File: src/rtl/spi_pkg.sv
// SPI slave shared definitions: default frame length, counter width helper
// and the frame state encoding (also used by the spi_drv master block).
package spi_pkg;

  localparam int SPI_MAXLEN_DEF = 32;

  typedef enum logic [1:0] {
    IDLE       = 2'd0,
    ACTIVE     = 2'd1,
    WAIT_DESEL = 2'd2
  } spi_state_t;

  // bit counter must hold 0..maxlen inclusive
  function automatic int cnt_w(input int maxlen);
    return $clog2(maxlen) + 1;
  endfunction

endpackage

File: src/rtl/spi_sync.sv
// N-flop synchronizer with a parameterised reset value.
// Ports: clk, sresetn (async, active-low), d (async input), q (synced).
module spi_sync #(
  parameter int   STAGES  = 2,
  parameter logic RST_VAL = 1'b0
) (
  input  logic clk,
  input  logic sresetn,
  input  logic d,
  output logic q
);

  logic [STAGES-1:0] ff;

  always_ff @(posedge clk or negedge sresetn) begin
    if (!sresetn) ff <= {STAGES{RST_VAL}};
    else          ff <= (ff << 1) | STAGES'(d);
  end

  assign q = ff[STAGES-1];

endmodule

File: src/rtl/spi_slv.sv
// SPI mode-0 slave: synchronized SCLK/SS_N/MOSI, MSB-first shift in/out.
// Ports: clk, sresetn, SPI pins, tx_load/tx_data/tx_rdy, rx_* result, busy.
module spi_slv
  import spi_pkg::*;
#(
  parameter int SPI_MAXLEN  = SPI_MAXLEN_DEF,
  parameter int SYNC_STAGES = 2
) (
  input  logic                          clk,
  input  logic                          sresetn,
  input  logic                          SCLK,
  input  logic                          SS_N,
  input  logic                          MOSI,
  output logic                          MISO,
  input  logic                          tx_load,
  input  logic [SPI_MAXLEN-1:0]         tx_data,
  output logic                          tx_rdy,
  output logic [SPI_MAXLEN-1:0]         rx_data,
  output logic [cnt_w(SPI_MAXLEN)-1:0]  rx_len,
  output logic                          rx_valid,
  output logic                          rx_ovf,
  output logic                          busy
);

  localparam int            CW   = cnt_w(SPI_MAXLEN);
  localparam logic [CW-1:0] MAXC = CW'(SPI_MAXLEN);

  logic sclk_s, ss_s, mosi_s;

  spi_sync #(.STAGES(SYNC_STAGES), .RST_VAL(1'b0)) u_sclk (
    .clk(clk), .sresetn(sresetn), .d(SCLK), .q(sclk_s)
  );
  spi_sync #(.STAGES(SYNC_STAGES), .RST_VAL(1'b1)) u_ss (
    .clk(clk), .sresetn(sresetn), .d(SS_N), .q(ss_s)
  );
  spi_sync #(.STAGES(SYNC_STAGES), .RST_VAL(1'b0)) u_mosi (
    .clk(clk), .sresetn(sresetn), .d(MOSI), .q(mosi_s)
  );

  logic                   sclk_q, ss_q;
  logic [SYNC_STAGES:0]   settle;
  spi_state_t             state_q, state_d;
  logic [SPI_MAXLEN-1:0]  tx_buf, tx_sr, rx_sr;
  logic [CW-1:0]          cnt;
  logic                   ovf;

  logic sclk_rise, sclk_fall, ss_fall, ss_rise;
  logic settled, start;

  assign sclk_rise = sclk_s & ~sclk_q;
  assign sclk_fall = ~sclk_s & sclk_q;
  assign ss_fall   = ~ss_s & ss_q;
  assign ss_rise   = ss_s & ~ss_q;
  // edges are meaningless until the synchronizers hold real pin values
  assign settled   = settle[SYNC_STAGES];
  assign start     = (state_q == IDLE) && (state_d == ACTIVE);

  always_ff @(posedge clk or negedge sresetn) begin
    if (!sresetn) begin
      sclk_q  <= 1'b0;
      ss_q    <= 1'b1;
      settle  <= '0;
      state_q <= IDLE;
    end else begin
      sclk_q  <= sclk_s;
      ss_q    <= ss_s;
      settle  <= {settle[SYNC_STAGES-1:0], 1'b1};
      state_q <= state_d;
    end
  end

  always_comb begin
    state_d = state_q;
    unique case (state_q)
      IDLE: begin
        if (settled) begin
          if (ss_fall)    state_d = ACTIVE;
          // select already low out of reset: skip that frame
          else if (!ss_s) state_d = WAIT_DESEL;
        end
      end
      ACTIVE:     if (ss_rise) state_d = IDLE;
      WAIT_DESEL: if (ss_s)    state_d = IDLE;
      default:    state_d = IDLE;
    endcase
  end

  always_ff @(posedge clk or negedge sresetn) begin
    if (!sresetn) begin
      tx_buf   <= '0;
      tx_sr    <= '0;
      rx_sr    <= '0;
      cnt      <= '0;
      ovf      <= 1'b0;
      rx_data  <= '0;
      rx_len   <= '0;
      rx_ovf   <= 1'b0;
      rx_valid <= 1'b0;
    end else begin
      rx_valid <= 1'b0;
      // a load colliding with frame start keeps the old word
      if (tx_load && !busy && !start) tx_buf <= tx_data;
      if (start) begin
        tx_sr <= tx_buf;
        rx_sr <= '0;
        cnt   <= '0;
        ovf   <= 1'b0;
      end else if (state_q == ACTIVE) begin
        if (sclk_rise) begin
          if (cnt == MAXC) begin
            ovf <= 1'b1;
          end else begin
            rx_sr <= {rx_sr[SPI_MAXLEN-2:0], mosi_s};
            cnt   <= cnt + 1'b1;
          end
        end
        if (sclk_fall) tx_sr <= {tx_sr[SPI_MAXLEN-2:0], 1'b0};
        if (ss_rise) begin
          rx_data  <= rx_sr;
          rx_len   <= cnt;
          rx_ovf   <= ovf;
          rx_valid <= 1'b1;
        end
      end
    end
  end

  assign busy   = (state_q != IDLE);
  assign tx_rdy = ~busy;
  assign MISO   = (state_q == ACTIVE) & tx_sr[SPI_MAXLEN-1];

endmodule

File: config.mk
export PLATFORM = sky130hd
export DESIGN_NAME = spi_slv
export DESIGN_NICKNAME = d
export VERILOG_FILES = /design/src/rtl/spi_pkg.sv /design/src/rtl/spi_sync.sv /design/src/rtl/spi_slv.sv
export SDC_FILE = /design/constraint.sdc
export NUM_CORES = 1
export LEC_CHECK = 0
export BUFFER_PORTS_ARGS = -buffer_cell sky130_fd_sc_hd__buf_2
export CAP_MARGIN = 10
export CORE_MARGIN = 3
export CORE_UTILIZATION = 40
export DETAILED_ROUTE_END_ITERATION = 10
export PLACE_DENSITY = 0.64
export SYNTH_ARGS = -nofsm -noshare
export SYNTH_HDL_FRONTEND = slang
export SYNTH_HIERARCHICAL = 1
export SYNTH_SLANG_ARGS = --single-unit
File: constraint.sdc
create_clock -name clk -period 3.68 [get_ports clk]
set_clock_uncertainty 0.1 [all_clocks]
set_input_delay 0.736 -clock clk [delete_from_list [all_inputs] [get_ports clk]]
set_output_delay 0.736 -clock clk [all_outputs]
set_load 0.02 [all_outputs]
After elaboration in Yosys (flattened, before gate mapping)
Cells that the tools add are included.

word-level totals
  bits in registers = 156
  bits in latches = 0
  bits in writable memories = 0
  memory bits (read-only) = 0
  output and inout bits = 43
  memories kept = 0

cells by class
  $add $sub $neg = 1
  $mul = 0
  divide/modulo/power cells = 0
  $lt $le $gt $ge = 0
  equal/unequal tests = 5
  shift operators = 0
  muxes and demuxes = 24
  bitwise gates (word level) = 14
  reduce and logical (&&, ||, !) cells = 15

operators with widths
  operator             number
  $mux 32              7
  $mux 6               4
  $mux 2               5
  $reduce_bool 2->1    5
  $reduce_and 3->1     3
  $mux 1               7
  $add 6x1->6 const B  1
  $eq 6x6->1 const B   1
  $not 1->1            6
  $or 2x1->2           3
  $pmux 2 s3           1
  $and 1x1->1          5
  $eq 2x1->1 const B   2
  $logic_and 1x1->1    3
  $eq 2x2->1 const B   1
  $logic_not 1->1      2
  $logic_not 2->1      1
  $ne 2x2->1 const B   1
  $reduce_and 2->1     1

Depth between registers and ports, before layout
  word-level depth = 9
  depth in mapped cells = 6
  gate-level depth less buffers = 4

Cells and area by module
Netlist, hierarchy kept.

modules (own cells, without submodules)
  module                 instances  cells an instance  area an instance (µm²)
  spi_slv                1          430                6148.4
  spi_sync (u_mosi ...)  2          2                  50.0
  spi_sync (u_ss)        1          2                  52.6

Least setup slack after synthesis
No wires, ideal clock.

  kind = register to output
  start point = reg state_q[0]
  end point = out busy
  data arrival time = 1031 ps
  slack = 1813 ps
  cell stages (with the launch flop) = 4
  path through = dfrtp_1 > or2_4 > buf_6 > buf_2

between the ends
  word-level cells in the longest chain between the ends = 1

RTL lines
  item                      line            source
  start: declaration        spi_slv.sv:42   spi_state_t state_q, state_d;
  start signal: assignment  spi_slv.sv:68   state_q <= state_d;
  $reduce_bool 2->1         spi_slv.sv:128  assign busy = (state_q != IDLE);
  end: declaration          spi_slv.sv:22   output logic busy

No other way between the ends.

Worst setup path in the final report
  start point = reg state_q[0]
  end point = out tx_rdy

between the ends
  word-level cells in the longest chain between the ends = 2

RTL lines
  item               line            source
  $reduce_bool 2->1  spi_slv.sv:128
  $not 1->1          spi_slv.sv:129  assign tx_rdy = ~busy;
  end: declaration   spi_slv.sv:17   output logic tx_rdy,

No other way between the ends.

==> results_dict.tcl <==
set metrics [dict create \
    area_delta_synth_final_pct 16.96 \
    worstPathRequired_ns 2.84 \
    layout-drive-gt1-share_pct 26.67 \
    die_h_um 131.5 \
    cp_slowest_cell "dfrtp_1" \
    critPathCaptureType "output port" \
    synth.cell_area_um2 6301 \
    drc_errors 0 \
    synth_flop_cell "dfrtp_1" \
    clock.fmax_ghz 0.3864 \
    path_class "reg -> out" \
    numClockSinks 156 \
    cts_hold_buf 0 \
    holdWs_ns 0.1894 \
    vias 3790 \
    die_w_um 131.5 \
    slowest_delay_ns 0.50 \
    avgViaCountPerCell 5.149 \
    synth_edf_count 0 \
    dieArea_um2 17290 \
    insertedDiodeCount 0 \
    core_area_um2 15310 \
    wl_um 11710 \
    synth_nets 476 \
    dp_hpwl_um 7676 \
    grt_pass1_wl_um 20180 \
    wl_per_cell_um 15.91 \
    final_nets 553 \
    grtUsageTotal_pct 14.38 \
    place_area_um2 6825 \
    antenna_left 0 \
    hp-class "in -> async" \
    yosys.area.top_type_share_pct 60.76 \
    antenna_found_initial 0 \
    synth_cells 436 \
    post_cts_buffers 0 \
    rsz0062_at_grt "no" \
    layout_worst_path_cycle_share_pct 70.33 \
    grt_pass1_vias 3943 \
    cts_buffers 17 \
    ys_top_cells_by_area "dfrtp_1, mux2_1, mux2i_1, a221o_1, o21ai_0" \
    async_reset_ff_share_pct 100.0 \
    synth_area_leader_cell "dfrtp_1" \
    drt_iter0_drc 225 \
    reg2reg_slack_ns 1.41 \
    first_pass_iters 4 \
    setup-tns-final_ns 0 \
    crit_arrival_ns 1.75 \
    clk_pin_slew_worst_paths_ns 0.06 \
    final_cell_mix "dfrtp_1, buf_2, mux2_1, o21ai_0, mux2i_1" \
    place_ws_ns 1.423 \
    design_area_um2 7370 \
    status "completed" \
    synth-seq-cells 156 \
    p_leak_nw 3.768 \
    overflow 0 \
    num_rows 45 \
    hold_viol 0 \
    cts-resized-gates 0 \
    setup_viol 0 \
    drv_slew 0 \
    maxSlewHeadroom_pct 37.31 \
    critical_path.startpoint_type "flip-flop" \
    clock_latency_ns 0.42 \
    grt_start_max_net_pins 67 \
    clockRootBuffer "clkbuf_16" \
    worst_slack_ns 1.092 \
    yosys_warnings 6 \
    path_cells "or2_4 -> clkinv_4 -> buf_2" \
    routabilityCongestion 0.7356 \
    yosysUniqueCellTypes 42 \
    cts_buffer_depth 2 \
    vdd_drop_max_mv 0.3767 \
    min_period_ns 2.588 \
    seq_area_frac_synth_pct 62.01 \
    cts_tree "done" \
    worst_pin_slew_ns 0.9403 \
    cellPowerDensity_nw_per_um2 582.8 \
    numPortBuffers 80 \
    syn_avg_cell_area_um2 14.45 \
    crit_fanout 38 \
    io_pins 81 \
    start_util_pct 41.14 \
    cap_violations 0 \
    final_common_cell "dfrtp_1" \
    cts_max_level 4 \
]
## kinds of logic (layout without fill, tap and decap cells)
| logic type | Yosys count | after routing | share of synthesized area (%) |
|---|---|---|---|
| multiplexers | 108 | 108 | 18.59 |
| adder cells (fa/ha/maj) | 2 | 2 | 0.3971 |
| AND/OR/NAND/NOR | 53 | 53 | 6.136 |
| buffers and inverters | 36 | 125 | 3.793 |
| AO/OA/AOI/OAI | 80 | 80 | 9.015 |
| flip-flops | 156 | 156 | 62.01 |
| other | 1 | 1 | 0.05951 |
## cell usage after synthesis, types with 2 or more instances
| library cell | count |
|---|---|
| dfstp_2 | 3 |
| o21ai_0 | 37 |
| clkbuf_1 | 7 |
| o21ai_1 | 2 |
| buf_6 | 9 |
| inv_1 | 6 |
| and2_1 | 29 |
| nor3_1 | 2 |
| nand2_1 | 2 |
| buf_4 | 6 |
| dfrtp_1 | 153 |
| buf_2 | 7 |
| o31ai_1 | 2 |
| ha_1 | 2 |
| a221o_1 | 29 |
| nand3_1 | 4 |
| a21oi_1 | 5 |
| mux2_2 | 12 |
| mux2i_1 | 36 |
| and3b_1 | 2 |
| mux2_1 | 60 |
## worst max-delay path: cells and delay by family, from the launching register on
family                 cells  cell delay (ns)
buffers and inverters      2             0.39
DFF                        1             0.50
and+or+nand+nor            1             0.44
## per-stage QoR
stage / power, mW / utilization, % / cells
after floorplan: 2.538 / - / 436
after global placement: 2.692 / 44.57 / 705
after detailed placement: 2.723 / 44.57 / 705
final: 4.295 / 48.12 / 736
after global routing: 4.498 / 48.12 / 736
after CTS: 4.347 / 48.12 / 736
## layer usage
layer	share of wire [%]	wire length [µm]	global-route usage [%]
met5	0	0	0
met4	1.9	218	5.659
met3	5.1	596	4.250
met2	48	5638	22.64
met1	45	5254	18.79
## sequential cells by signal, indices dropped and copies added (netlist names), 3 cells and up
| name | count |
|---|---|
| tx_sr | 32 |
| rx_sr | 32 |
| rx_data | 32 |
| cnt | 6 |
| rx_len | 6 |
| settle | 3 |
| tx_buf | 32 |
## where the power goes
group / switching (mW) / total [mW] / internal [mW]
sequential: 0.165 / 2.16 / 2.00
clock: 0.638 / 1.61 / 0.969
combinational: 0.258 / 0.526 / 0.268
total: 1.06 / 4.30 / 3.23
## layout make-up
class,instances,area (µm²)
Timing Repair Buffer,87,459.2
Multi-Input combinational cell,244,2163
Clock inverter,9,70.07
Inverter,7,31.28
Fill cell,1392,7945
Tap cell,211,264.0
Clock buffer,22,474.2
Sequential cell,156,3908
## worst paths after layout
kind                                       from               endpoint  cells after the start
hold / removal                          sresetn     rx_valid$_DFF_PN0_                      1
min in group clk            settle[1]$_DFF_PN0_    settle[2]$_DFF_PN0_                      0
setup reg to reg             cnt[2]$_DFFE_PN0P_  rx_sr[19]$_DFFE_PN0P_                      4
max in group asynchronous               sresetn         ss_q$_DFF_PN1_                      2
hold reg to reg             settle[1]$_DFF_PN0_    settle[2]$_DFF_PN0_                      0
setup / recovery           state_q[0]$_DFF_PN0_                 tx_rdy                      3
No activity file was read; power rests on OpenSTA's default activity.
